==> src/rtl/hazard_control_if.sv <==
// ID-stage decode bundle into the hazard controller and its control outputs back to the datapath.
// The decoder side is the master; the controller is the slave.
interface hazard_control_if #(
    parameter int CNT_W = 16
);
    logic             id_valid;
    logic [4:0]       id_rn;
    logic [4:0]       id_rm;
    logic             id_use_rn;
    logic             id_use_rm;
    logic [4:0]       id_rd;
    logic             id_regwrite;
    logic             id_memread;
    logic             id_setflag;
    logic             id_cbz;
    logic             id_blt;
    logic             id_brtaken;
    logic [1:0]       fwd_a;
    logic [1:0]       fwd_b;
    logic             stall;
    logic             bubble;
    logic             flush_if;
    logic [CNT_W-1:0] stall_count;

    modport master (
        output id_valid, id_rn, id_rm, id_use_rn, id_use_rm, id_rd,
               id_regwrite, id_memread, id_setflag, id_cbz, id_blt, id_brtaken,
        input  fwd_a, fwd_b, stall, bubble, flush_if, stall_count
    );

    modport slave (
        input  id_valid, id_rn, id_rm, id_use_rn, id_use_rm, id_rd,
               id_regwrite, id_memread, id_setflag, id_cbz, id_blt, id_brtaken,
        output fwd_a, fwd_b, stall, bubble, flush_if, stall_count
    );
endinterface

==> src/rtl/hazard_control.sv <==
// LEGv8 hazard/forwarding controller: shadows EX/MEM/WB destination and control bits,
// drives EX operand forwarding, load-use/branch stalls, ID/EX bubbles and IF/ID squash.
module hazard_control #(
    parameter int CNT_W = 16
) (
    input  logic            clk,
    input  logic            reset,
    hazard_control_if.slave hz
);
    localparam logic [4:0] XZR = 5'd31;

    logic [4:0]       ex_rn_q, ex_rn_d, ex_rm_q, ex_rm_d, ex_rd_q, ex_rd_d;
    logic             ex_use_rn_q, ex_use_rn_d, ex_use_rm_q, ex_use_rm_d;
    logic             ex_rw_q, ex_rw_d, ex_mr_q, ex_mr_d, ex_sf_q, ex_sf_d;
    logic [4:0]       mem_rd_q, mem_rd_d;
    logic             mem_rw_q, mem_rw_d, mem_mr_q, mem_mr_d;
    logic [4:0]       wb_rd_q, wb_rd_d;
    logic             wb_rw_q, wb_rw_d;
    logic [CNT_W-1:0] cnt_q, cnt_d;

    logic load_use, cbz_hz, blt_hz, stall_w, issue;

    // EX/MEM beats MEM/WB; XZR never matches, and an operand not read in EX never forwards.
    function automatic logic [1:0] fwd_sel(
        input logic [4:0] src,
        input logic       use_src,
        input logic       m_rw,
        input logic [4:0] m_rd,
        input logic       w_rw,
        input logic [4:0] w_rd
    );
        logic [1:0] sel;
        sel = 2'b00;
        if (use_src && src != XZR) begin
            if (m_rw && m_rd == src)      sel = 2'b01;
            else if (w_rw && w_rd == src) sel = 2'b10;
        end
        return sel;
    endfunction

    always_comb begin
        load_use = ex_mr_q && (ex_rd_q != XZR) &&
                   ((hz.id_use_rn && ex_rd_q == hz.id_rn) ||
                    (hz.id_use_rm && ex_rd_q == hz.id_rm));
        cbz_hz   = hz.id_cbz && (hz.id_rm != XZR) &&
                   ((ex_rw_q && ex_rd_q == hz.id_rm) ||
                    (mem_mr_q && mem_rd_q == hz.id_rm));
        blt_hz   = hz.id_blt && ex_sf_q;
        stall_w  = hz.id_valid && (load_use || cbz_hz || blt_hz);
        issue    = hz.id_valid && !stall_w;
    end

    always_comb begin
        ex_rn_d     = hz.id_rn;
        ex_rm_d     = hz.id_rm;
        ex_rd_d     = hz.id_rd;
        ex_use_rn_d = issue && hz.id_use_rn;
        ex_use_rm_d = issue && hz.id_use_rm;
        ex_rw_d     = issue && hz.id_regwrite;
        ex_mr_d     = issue && hz.id_memread;
        ex_sf_d     = issue && hz.id_setflag;
        mem_rd_d    = ex_rd_q;
        mem_rw_d    = ex_rw_q;
        mem_mr_d    = ex_mr_q;
        wb_rd_d     = mem_rd_q;
        wb_rw_d     = mem_rw_q;
        cnt_d       = cnt_q;
        if (stall_w && cnt_q != {CNT_W{1'b1}}) begin
            cnt_d = cnt_q + {{(CNT_W-1){1'b0}}, 1'b1};
        end
    end

    always_ff @(posedge clk) begin
        if (reset) begin
            ex_rn_q     <= '0;
            ex_rm_q     <= '0;
            ex_rd_q     <= '0;
            ex_use_rn_q <= 1'b0;
            ex_use_rm_q <= 1'b0;
            ex_rw_q     <= 1'b0;
            ex_mr_q     <= 1'b0;
            ex_sf_q     <= 1'b0;
            mem_rd_q    <= '0;
            mem_rw_q    <= 1'b0;
            mem_mr_q    <= 1'b0;
            wb_rd_q     <= '0;
            wb_rw_q     <= 1'b0;
            cnt_q       <= '0;
        end else begin
            ex_rn_q     <= ex_rn_d;
            ex_rm_q     <= ex_rm_d;
            ex_rd_q     <= ex_rd_d;
            ex_use_rn_q <= ex_use_rn_d;
            ex_use_rm_q <= ex_use_rm_d;
            ex_rw_q     <= ex_rw_d;
            ex_mr_q     <= ex_mr_d;
            ex_sf_q     <= ex_sf_d;
            mem_rd_q    <= mem_rd_d;
            mem_rw_q    <= mem_rw_d;
            mem_mr_q    <= mem_mr_d;
            wb_rd_q     <= wb_rd_d;
            wb_rw_q     <= wb_rw_d;
            cnt_q       <= cnt_d;
        end
    end

    assign hz.fwd_a       = fwd_sel(ex_rn_q, ex_use_rn_q, mem_rw_q, mem_rd_q, wb_rw_q, wb_rd_q);
    assign hz.fwd_b       = fwd_sel(ex_rm_q, ex_use_rm_q, mem_rw_q, mem_rd_q, wb_rw_q, wb_rd_q);
    assign hz.stall       = stall_w;
    assign hz.bubble      = stall_w;
    // A stalled branch re-resolves next cycle, so its taken signal is ignored now.
    assign hz.flush_if    = hz.id_valid && hz.id_brtaken && !stall_w;
    assign hz.stall_count = cnt_q;
endmodule

==> src/flat_wrapper.sv <==
// flat-port wrapper written by rule: the top's interface ports become plain ports
module hazard_control_flat 
#(
    parameter int CNT_W = 16
)
  (clk, reset, hz_id_valid, hz_id_rn, hz_id_rm, hz_id_use_rn, hz_id_use_rm, hz_id_rd, hz_id_regwrite, hz_id_memread, hz_id_setflag, hz_id_cbz, hz_id_blt, hz_id_brtaken, hz_fwd_a, hz_fwd_b, hz_stall, hz_bubble, hz_flush_if, hz_stall_count);
  hazard_control_if #(.CNT_W(CNT_W)) hz_i ();
  input  logic clk;
  input  logic reset;
  input wire logic [$bits(hz_i.id_valid)-1:0] hz_id_valid;
  input wire logic [$bits(hz_i.id_rn)-1:0] hz_id_rn;
  input wire logic [$bits(hz_i.id_rm)-1:0] hz_id_rm;
  input wire logic [$bits(hz_i.id_use_rn)-1:0] hz_id_use_rn;
  input wire logic [$bits(hz_i.id_use_rm)-1:0] hz_id_use_rm;
  input wire logic [$bits(hz_i.id_rd)-1:0] hz_id_rd;
  input wire logic [$bits(hz_i.id_regwrite)-1:0] hz_id_regwrite;
  input wire logic [$bits(hz_i.id_memread)-1:0] hz_id_memread;
  input wire logic [$bits(hz_i.id_setflag)-1:0] hz_id_setflag;
  input wire logic [$bits(hz_i.id_cbz)-1:0] hz_id_cbz;
  input wire logic [$bits(hz_i.id_blt)-1:0] hz_id_blt;
  input wire logic [$bits(hz_i.id_brtaken)-1:0] hz_id_brtaken;
  output wire logic [$bits(hz_i.fwd_a)-1:0] hz_fwd_a;
  output wire logic [$bits(hz_i.fwd_b)-1:0] hz_fwd_b;
  output wire logic [$bits(hz_i.stall)-1:0] hz_stall;
  output wire logic [$bits(hz_i.bubble)-1:0] hz_bubble;
  output wire logic [$bits(hz_i.flush_if)-1:0] hz_flush_if;
  output wire logic [$bits(hz_i.stall_count)-1:0] hz_stall_count;
  assign hz_i.id_valid = hz_id_valid;
  assign hz_i.id_rn = hz_id_rn;
  assign hz_i.id_rm = hz_id_rm;
  assign hz_i.id_use_rn = hz_id_use_rn;
  assign hz_i.id_use_rm = hz_id_use_rm;
  assign hz_i.id_rd = hz_id_rd;
  assign hz_i.id_regwrite = hz_id_regwrite;
  assign hz_i.id_memread = hz_id_memread;
  assign hz_i.id_setflag = hz_id_setflag;
  assign hz_i.id_cbz = hz_id_cbz;
  assign hz_i.id_blt = hz_id_blt;
  assign hz_i.id_brtaken = hz_id_brtaken;
  assign hz_fwd_a = hz_i.fwd_a;
  assign hz_fwd_b = hz_i.fwd_b;
  assign hz_stall = hz_i.stall;
  assign hz_bubble = hz_i.bubble;
  assign hz_flush_if = hz_i.flush_if;
  assign hz_stall_count = hz_i.stall_count;
  hazard_control #(.CNT_W(CNT_W)) u_core (.clk(clk), .reset(reset), .hz(hz_i));
endmodule
==> config.mk <==
export PLATFORM = sky130hd
export DESIGN_NAME = hazard_control_flat
export DESIGN_NICKNAME = d
export VERILOG_FILES = /design/src/rtl/hazard_control_if.sv /design/src/rtl/hazard_control.sv /design/src/flat_wrapper.sv
export SDC_FILE = /design/constraint.sdc
export NUM_CORES = 1
export LEC_CHECK = 0
export BUFFER_PORTS_ARGS = -buffer_cell sky130_fd_sc_hd__buf_2
export CAP_MARGIN = 20
export CORE_UTILIZATION = 58
export DETAILED_ROUTE_END_ITERATION = 8
export PLACE_DENSITY = 0.84
export SLEW_MARGIN = 20
export SYNTH_ARGS = -nofsm -noshare
export SYNTH_HDL_FRONTEND = slang
export SYNTH_SLANG_ARGS = --single-unit
==> constraint.sdc <==
create_clock -name clk -period 5.9 [get_ports clk]
set_input_delay 0.885 -clock clk [delete_from_list [all_inputs] [get_ports clk]]
set_output_delay 0.885 -clock clk [all_outputs]
set_load 0.01 [all_outputs]
Word-level counts from Yosys, hierarchy flattened
Cells that the tools add are included.
{ "op_classes": {"n_addsub": 1, "n_eq_ne": 12, "n_mux": 6, "n_reduce_logical": 30} }
{ "ops": {"columns": ["cell", "n"], "rows": [
  ["$eq 5x5->1", 7],
  ["$logic_and 1x1->1", 25],
  ["$ne 5x5->1 const B", 4],
  ["$add 16x1->16 const B", 1],
  ["$ne 16x16->1 const B", 1],
  ["$mux 2", 6],
  ["$logic_or 1x1->1", 4],
  ["$logic_not 1->1", 1]
]} }
{ "word_totals": {"regBits": 49, "input_bits": 26, "output_inout_bits": 23, "elab_cells": 63} }

Depth between registers and ports, before layout
Gate-level depths: netlist (run 1).
{ "logic_depth": {"ltp_word": 10, "mapped_depth": 9, "ltp_nobuf": 8} }

Worst setup path after synthesis (run 1)
Ideal clock, no wire load.
{ "synth_path": {"path_type": "input to output", "startpoint": "input port hz_id_rm[0]", "endpoint": "output port hz_stall", "arrival_ns": 2.417, "required_time_ns": 5.015, "slack_ns": 2.598, "path_stages": 8, "n_path_buf": 2, "cell_sequence": "nor2b_1 a2111o_1 or3_4 a21oi_4 o31ai_2 buf_6 inv_2 buf_4"} }
{ "synth_via": {"elab_chain_cells": 7, "elab_cells_between_ends": 14, "classes_between": "eq/ne (3); reduce/logical (11)"} }
{ "synth_lines": {"columns": ["item", "line", "source"], "rows": [
  ["start, declared", "flat_wrapper.sv:12", "input wire logic [$bits(hz_i.id_rm)-1:0] hz_id_rm;"],
  ["$eq 5x5->1 (on tied branches)", "hazard_control.sv:44, hazard_control.sv:46, hazard_control.sv:47", null],
  ["$logic_and 1x1->1 (on tied branches)", "hazard_control.sv:44, hazard_control.sv:46, hazard_control.sv:47", null],
  ["$logic_or 1x1->1 (on tied branches)", "hazard_control.sv:43, hazard_control.sv:46", null],
  ["$logic_and 1x1->1 (on tied branches)", "hazard_control.sv:42, hazard_control.sv:45", null],
  ["$logic_or 1x1->1 * (2 in series)", "hazard_control.sv:49", "stall_w = hz.id_valid && (load_use || cbz_hz || blt_hz);"],
  ["$logic_and 1x1->1 *", "hazard_control.sv:49", null],
  ["end, declared", "flat_wrapper.sv:24", "output wire logic [$bits(hz_i.stall)-1:0] hz_stall;"]
]} }
Mark *: on every way between the ends. The rest lies on a longest branch, timed or not.

Worst setup path after layout (run 1)
Same ends and word-level chain as after synthesis.

==> flow_summary.rst, run 1 <==
.. list-table::
   :header-rows: 1

   * - Metric
     - Value
   * - Number of endpoints failing setup at the final stage
     - 0
   * - Initial drt markers
     - between 100 and 150
   * - Setup crit start kind
     - input port
   * - Crit path cell chain
     - buf_2, nor2b_1, a2111o_1, or3_4, a21oi_4, o31ai_2, buf_4, inv_2, buf_2
   * - Setup crit end kind
     - primary output
   * - Port-buffer cells
     - 48
   * - Chip Width
     - 64.9 um
   * - # hold bufs at CTS
     - 0
   * - Fmax
     - around 280 MHz
   * - Count of buffers added by post-CTS timing repair for setup
     - 0
   * - Setup WS post-layout
     - 2.34 ns
   * - Number of primary I/O pins
     - 49
   * - Static Leak
     - ~1.1 nW
   * - Row cnt
     - 22
   * - Worst-path fanout max
     - 28
   * - Sequential fraction of the synthesis area
     - 0.427
   * - Instance count of the mapped netlist
     - 250
   * - Top cell family by delay on the critical path
     - compound AO/OA/AOI/OAI gates
   * - Sum of negative setup slack
     - 0 ns
   * - Average cell area after synthesis
     - 9.18 um2
   * - Post-route ant nets
     - 0
   * - H-tree lvl count
     - 2
   * - Overall global routing resource usage
     - 0.261
   * - Area growth, synth to finish
     - 16.6%
   * - Period utilisation layout
     - 0.603
   * - CP Buf/Inv Count
     - 4
   * - Number of buffers inserted during clock tree synthesis
     - 5
   * - Slew at the pin closest to its max-slew limit
     - 0.817 ns
   * - Pre-antenna DRT Iters
     - 4
   * - Most instantiated flip-flop cell in the synthesis netlist
     - sky130_fd_sc_hd__dfxtp_1
   * - Mapped cell area
     - 0.00229 mm2
   * - Areal power density over the cells
     - 242 mW/mm2
   * - Number of maximum-capacitance constraint violations
     - 0
   * - Proportion of layout cells with a drive suffix above 1
     - 0.230
   * - Height of the die
     - about 65 um
   * - Max-slew violation total from the final report
     - 0
   * - YS warnings
     - 0
   * - Post-Synthesis Net Count
     - 277
   * - Arrival time worst endpoint
     - 2.67 ns
   * - Post-detailed-route DRC marker count
     - 0
   * - Starting density of the core
     - 0.618
   * - Number of resized instances in the post-cts repair step
     - 0
   * - Placeable core area
     - 0.00372 mm2
   * - WL final
     - 4860 um
   * - Clock insertion delay at the later pin of the skew report
     - 0.30 ns
   * - Clock Skew
     - between 0.006 and 0.007 ns
   * - Routed WL per cell
     - 14.1 um
   * - Crit Path Category
     - input port to primary output
   * - Most repeated library cell on the critical path
     - sky130_fd_sc_hd__buf_2
   * - Number of endpoints with negative hold slack in the final report
     - 0
   * - Clock sinks
     - around 50
   * - Overall die area
     - 0.00421 mm2
   * - Vias in the first global route
     - 1921
   * - Total congestion overflow after global routing
     - 0
   * - Most frequent standard cell in the layout excluding fill and tap cells
     - sky130_fd_sc_hd__dfxtp_1
   * - Number of antenna violations at the first check in global routing
     - 0
   * - Clock root buffer
     - sky130_fd_sc_hd__clkbuf_8
   * - Routed via count
     - 1948
   * - FFs w/ async S/R, synth
     - 0
   * - Fill cell total of the finished layout
     - 301
   * - Routability-driven placement congestion ratio
     - 0.890
   * - Post-DP HPWL
     - 3450 um
   * - Class of the most critical hold timing path
     - flip-flop to flip-flop
   * - Flip-flop and latch area
     - 981 um2
   * - CP Data Required Time
     - 5.02 ns
   * - Largest vdd supply drop
     - 0.158 mV
   * - Antenna Diode Count
     - 0
   * - Final nets
     - 322
   * - TritonCTS clock tree
     - yes
   * - Most frequent cells in the layout
     - sky130_fd_sc_hd__dfxtp_1, sky130_fd_sc_hd__buf_2, sky130_fd_sc_hd__nor2b_1
   * - Result of the run
     - completed
   * - Relative slew margins
     - 0.456
   * - Wire length of the first global-routing pass
     - 8470 um
   * - Number of storage elements in the synthesis netlist
     - 49
   * - Routed via count divided by cell count
     - 5.66
   * - Area of the multi-input gates
     - 0.00124 mm2
   * - Setup repair after global routing missed its margin
     - no
   * - Worst slack at placement
     - 2.36 ns
   * - Tot Pwr
     - ~0.65 mW
   * - Cell variety after synth
     - 41
   * - Maximum count of clock buffers along a single path
     - 2
   * - Largest stage delay, worst path
     - 0.41 ns
   * - Final period demand of the worst path
     - approximately 3.6 ns
   * - Clock transition at the registers of the reported paths
     - roughly 0.08 ns
   * - Core Util, Final
     - 0.720
   * - Pin count of the biggest net entering global routing
     - 48
   * - Worst-path cell with the longest stage delay
     - sky130_fd_sc_hd__or3_4
   * - EDFF count, synth
     - 0
[worst register-to-register path: stages (launching register included)]
cell and delay (ns):
sky130_fd_sc_hd__dfxtp_1 0.41, sky130_fd_sc_hd__and3_1 0.23, sky130_fd_sc_hd__and3_1 0.33, sky130_fd_sc_hd__nand2_1 0.23, sky130_fd_sc_hd__nor3_2 0.61, sky130_fd_sc_hd__buf_4 0.31, sky130_fd_sc_hd__nor4b_2 0.07, sky130_fd_sc_hd__mux2_1 0.31
[stage by stage]
step	hold WS (ns)	instance area [um2]	instances
2_1_floorplan	0.438	2290	250
3_3_place_gp	0.458	2560	336
3_5_place_dp	0.468	2560	336
4_1_cts	0.476	2680	344
5_1_grt	0.488	2680	344
6_report	0.473	2680	344
[power by group]
group	switching [mW]	internal, mW
clock	0.109	0.138
combinational	0.0243	0.0252
sequential	0.0113	0.340
total	0.145	0.503
[registers in the layout, indices dropped and copies added, names as in the netlist, 5 cells and up]
| name | flops |
|---|---|
| u_core.mem_rd_q | 5 |
| u_core.ex_rm_q | 5 |
| u_core.ex_rn_q | 5 |
| u_core.ex_rd_q | 5 |
| u_core.hz.stall_count | 16 |
| u_core.wb_rd_q | 5 |
[area by class of cell]
| cell class | instances | share of cell area |
|---|---|---|
| clock buffers | 6 | 0.0309 |
| clock inverters | 2 | 0.0140 |
| inverters | 5 | 0.00701 |
| multi-input cells | 184 | 0.464 |
| flip-flops and latches | 49 | 0.367 |
| well taps | 48 | 0.0224 |
| repair buffers | 50 | 0.0954 |
[layer usage]
metal	vias to the layer above	GRT usage	wire (um)	part of all wire
met5	-	0	0	0
met4	0	0.108	68	0.014
met3	8	0.0370	255	0.052
met2	68	0.432	2350	0.48
met1	906	0.337	2190	0.45
li1	966	-	-	-
[cells in the mapped netlist, types with 2 or more instances]
master,count,area (um2)
sky130_fd_sc_hd__clkbuf_1,8,30.0
sky130_fd_sc_hd__and2_1,7,43.8
sky130_fd_sc_hd__dfxtp_1,49,981
sky130_fd_sc_hd__a311oi_1,2,17.5
sky130_fd_sc_hd__nor3b_1,2,15.0
sky130_fd_sc_hd__nand2b_1,3,18.8
sky130_fd_sc_hd__nor2b_1,32,200
sky130_fd_sc_hd__and3_1,6,37.5
sky130_fd_sc_hd__nand3_1,14,70.1
sky130_fd_sc_hd__a21oi_1,13,65.1
sky130_fd_sc_hd__nor2_1,7,26.3
sky130_fd_sc_hd__nand4_1,2,12.5
sky130_fd_sc_hd__buf_2,2,10.0
sky130_fd_sc_hd__xor2_1,24,210
sky130_fd_sc_hd__xnor2_1,7,61.3
sky130_fd_sc_hd__o31ai_1,10,75.1
sky130_fd_sc_hd__o21ai_0,6,30.0
sky130_fd_sc_hd__nor3_1,4,20.0
sky130_fd_sc_hd__nor4_1,6,37.5
sky130_fd_sc_hd__or4_1,10,75.1
sky130_fd_sc_hd__nand2_1,13,48.8
sky130_fd_sc_hd__inv_1,4,15.0
[path summary, 6_finish.rpt]
check                           start                        to  slack [ns]  cells past startpoint
min reg2reg            u_core.ex_mr_q           u_core.mem_mr_q        0.47                      1
max reg2reg  u_core.hz.stall_count[2]  u_core.hz.stall_count[8]        3.29                      7
max                       hz_id_rm[0]                  hz_stall        2.34                      9
min                    u_core.ex_mr_q           u_core.mem_mr_q        0.47                      1
[kinds of logic (layout without fill, tap and decap cells)]
| group | after synthesis | count (layout) | share of synthesized area |
|---|---|---|---|
| XOR/XNOR | 31 | 31 | 0.118 |
| multiplexers | 2 | 2 | 0.00981 |
| adder cells (fa/ha/maj) | 1 | 1 | 0.00545 |
| flip-flops | 49 | 49 | 0.427 |
| AO/OA/AOI/OAI | 37 | 37 | 0.112 |
| buffers and inverters | 17 | 63 | 0.0338 |
| AND/OR/NAND/NOR | 113 | 113 | 0.293 |
No activity file was read; power rests on OpenSTA's default activity.
==> inputs of run 2 (changes only) <==
Settings changed: CORE_UTILIZATION 58 to 54, PLACE_DENSITY 0.84 to 0.79.
Clock period 5.9 ns to 3.75 ns, I/O delays scaled along.
==> run 2 against run 1 <==
Against the previous run:
- register-to-register slack got worse by 2.1 ns
- utilization fell by 5.5 points
- final area barely moved
- clock power rose by 58%
- critical path depth did not move
- clock-buffer cell count did not move
- sequential share of layout area barely moved
- setup slack got worse by 1.5 ns
- sequential power rose by 57%
- clock skew rose by 0.0048 ns
- routed wire length fell by 0.21%
- via count fell by 3.2%
- critical path type unchanged
- largest cell class unchanged
==> flow_summary.rst, run 2 (synthesis results as in run 1) <==
.. list-table::
   :header-rows: 1

   * - Metric
     - Value
   * - Number of resized instances in the post-cts repair step
     - 0 (unchanged)
   * - Fmax
     - approximately 350 MHz
   * - Worst-path fanout max
     - 28 (unchanged)
   * - H-tree lvl count
     - 2 (unchanged)
   * - Tot Pwr
     - 1.02 mW (+58%)
   * - Critical R2R Capture
     - u_core.hz.stall_count[8]
   * - P_int
     - 0.792 mW (+57%)
   * - Reg2reg start
     - u_core.ex_rd_q[0]
   * - Core Util, Final
     - 0.665 (-0.0553)
   * - Worst-case reg-to-reg path depth
     - 8 (+1)
   * - Reg power frac
     - 0.542 (about the same)
   * - Sum of negative setup slack
     - 0 ns (unchanged)
   * - Final nets
     - 322 (unchanged)
   * - Most frequent cells in the layout
     - sky130_fd_sc_hd__dfxtp_1, sky130_fd_sc_hd__buf_2, sky130_fd_sc_hd__nor2b_1
   * - Number of flip-flops in the largest register
     - 16 (unchanged)
   * - Clock network fraction of design power
     - 0.382 (about the same)
   * - Number of endpoints with negative hold slack in the final report
     - 0 (unchanged)
   * - Relative slew margins
     - 0.460 (+0.00485)
   * - Proportion of layout cells with a drive suffix above 1
     - 0.230 (unchanged)
   * - Wire length of the first global-routing pass
     - 7760 um (-8.4%)
   * - Maximum count of clock buffers along a single path
     - 2 (unchanged)
   * - Initial drt markers
     - 46 (-57%)
   * - Fill cell total of the finished layout
     - 339 (+13%)
   * - Met2 track utilization from global routing
     - 0.373 (-0.0598)
   * - Number of primary I/O pins
     - 49 (unchanged)
   * - Post-place instance area
     - 0.00256 mm2 (about the same)
   * - Height of the die
     - 67.2 um (+3.5%)
   * - Flip-flop and latch area
     - 981 um2 (unchanged)
   * - Row cnt
     - 23 (+4.5%)
   * - TritonCTS clock tree
     - yes
   * - Area growth, synth to finish
     - 16.7% (about the same)
   * - Total congestion overflow after global routing
     - 0 (unchanged)
   * - Post-detailed-route DRC marker count
     - 0 (unchanged)
   * - Arrival time worst endpoint
     - 2.32 ns (-0.35 ns)
   * - Port-buffer cells
     - 48 (unchanged)
   * - Static Leak
     - 1.13 nW (unchanged)
   * - Most frequent standard cell in the layout excluding fill and tap cells
     - sky130_fd_sc_hd__dfxtp_1
   * - Clock root buffer
     - sky130_fd_sc_hd__clkbuf_8
   * - WL final
     - 4850 um (-0.21%)
   * - Fraction of met1 tracks used by global routing
     - 0.310 (-0.0268)
   * - Switching part of the total power
     - 0.225 (+0.00115)
   * - Clock transition at the registers of the reported paths
     - 0.08 ns (about the same)
   * - Largest vdd supply drop
     - 0.305 mV (+93%)
   * - Post-route ant nets
     - 0 (unchanged)
   * - Final design area excluding fillers
     - 0.00268 mm2 (about the same)
   * - Count of buffers added by post-CTS timing repair for setup
     - 0 (unchanged)
   * - Worst slack at placement
     - 0.881 ns (-1.48 ns)
   * - CP Data Required Time
     - 3.19 ns (-1.83 ns)
   * - Clock sinks
     - 49 (unchanged)
   * - Pin count of the biggest net entering global routing
     - 48 (unchanged)
   * - Max-slew violation total from the final report
     - 0 (unchanged)
   * - Setup repair after global routing missed its margin
     - no
   * - Placeable core area
     - 0.00403 mm2 (+8.4%)
   * - Antenna Diode Count
     - 0 (unchanged)
   * - Starting density of the core
     - 0.570 (-0.0479)
   * - # hold bufs at CTS
     - 0 (unchanged)
   * - Number of buffers inserted during clock tree synthesis
     - 5 (unchanged)
   * - Class of the most critical hold timing path
     - input port to flip-flop
   * - Part of the total power dissipated in combinational logic
     - 0.076 (about the same)
   * - Setup WS post-layout
     - 0.869 ns (-1.47 ns)
   * - Routability-driven placement congestion ratio
     - 0.807 (-9.2%)
   * - Number of maximum-capacitance constraint violations
     - 0 (unchanged)
   * - Reg-to-reg slack, setup
     - 1.22 ns (-2.07 ns)
   * - Result of the run
     - completed
   * - Chip Width
     - 67.2 um (+3.5%)
   * - Global route hottest layer
     - met2
   * - Routed WL per cell
     - 14.0 um (-0.78%)
   * - Clock insertion delay at the later pin of the skew report
     - 0.30 ns (about the same)
   * - Endpoint of the most critical setup path
     - hz_stall
   * - Setup crit start kind
     - input port
   * - Setup crit end kind
     - primary output
   * - Period utilisation layout
     - 0.768
   * - Clock Skew
     - 0.0114 ns (+0.00483 ns)
   * - Vias in the first global route
     - 1731 (-9.9%)
   * - Met3 track demand over resource
     - 0.0557 (+0.0188)
   * - Area of the multi-input gates
     - 0.00124 mm2 (unchanged)
   * - Setup crit start
     - hz_id_rm[0]
   * - Routed via count
     - 1886 (-3.2%)
   * - Routed via count divided by cell count
     - 5.45 (-3.7%)
   * - Overall global routing resource usage
     - 0.230 (-0.0307)
   * - Slew at the pin closest to its max-slew limit
     - 0.809 ns (-0.00728 ns)
   * - Areal power density over the cells
     - 381 mW/mm2 (+57%)
   * - Number of antenna violations at the first check in global routing
     - 0 (unchanged)
   * - Reported net switching power
     - 0.229 mW (+58%)
   * - Overall die area
     - 0.00451 mm2 (+7.2%)
   * - Pre-antenna DRT Iters
     - 4 (unchanged)
   * - Final period demand of the worst path
     - 2.88 ns
   * - Number of endpoints failing setup at the final stage
     - 0 (unchanged)
   * - Post-DP HPWL
     - 3460 um (+0.31%)
   * - Crit Path Category
     - input port to primary output
run 2: cell counts in the layout (fill, tap and decap cells not counted):
No cell type changed its count.
run 2: how the worst min path moves through the flow:
stage                   startpoint           endpoint  slack [ns]  cells past startpoint
floorplan           u_core.ex_mr_q    u_core.mem_mr_q        0.44                      1
global placement    u_core.ex_mr_q    u_core.mem_mr_q        0.46                      1
detailed placement  u_core.ex_mr_q    u_core.mem_mr_q        0.47                      1
CTS                 hz_id_regwrite     u_core.ex_rw_q        0.45                      2
global route           hz_id_rd[4]  u_core.ex_rd_q[4]        0.47                      2
finish              hz_id_regwrite     u_core.ex_rw_q        0.46                      2
run 2: routing by layer:
| metal | part of all wire | wire, um |
|---|---|---|
| met2 | 0.50 | 2410 |
| met5 | 0 | 0 |
| met4 | 0.0027 | 13 |
| met3 | 0.033 | 158 |
| met1 | 0.47 | 2270 |
run 2: per-stage QoR:
step | instances | hold WS (ns)
finish | 346 | 0.464
global route | 346 | 0.465
CTS | 346 | 0.455
detailed placement | 338 | 0.470
global placement | 338 | 0.459
floorplan | 250 | 0.438
run 2: area by class of cell:
cell class | count | share of cell area
Timing Repair Buffer | 50 | 0.0953
Multi-Input combinational cell | 184 | 0.463
Inverter | 5 | 0.00701
Tap cell | 50 | 0.0234
Sequential cell | 49 | 0.366
Clock inverter | 2 | 0.0140
Clock buffer | 6 | 0.0308
run 2: power groups by stage:
| stage | registers (mW) | logic, mW | clock network (mW) |
|---|---|---|---|
| after floorplan | 0.560 | 0.0523 | 0 |
| after global placement | 0.565 | 0.0750 | 0 |
| after detailed placement | 0.566 | 0.0768 | 0 |
| after CTS | 0.554 | 0.0774 | 0.397 |
| after global routing | 0.556 | 0.0866 | 0.418 |
| final | 0.554 | 0.0771 | 0.390 |
run 2: critical path, stage by stage:
cell and delay [ns]:
sky130_fd_sc_hd__buf_2 0.13, sky130_fd_sc_hd__nor2b_1 0.13, sky130_fd_sc_hd__a2111o_1 0.40, sky130_fd_sc_hd__or3_4 0.40
sky130_fd_sc_hd__a21oi_4 0.15, sky130_fd_sc_hd__o31ai_2 0.09, sky130_fd_sc_hd__buf_4 0.22, sky130_fd_sc_hd__inv_2 0.11
sky130_fd_sc_hd__buf_2 0.13
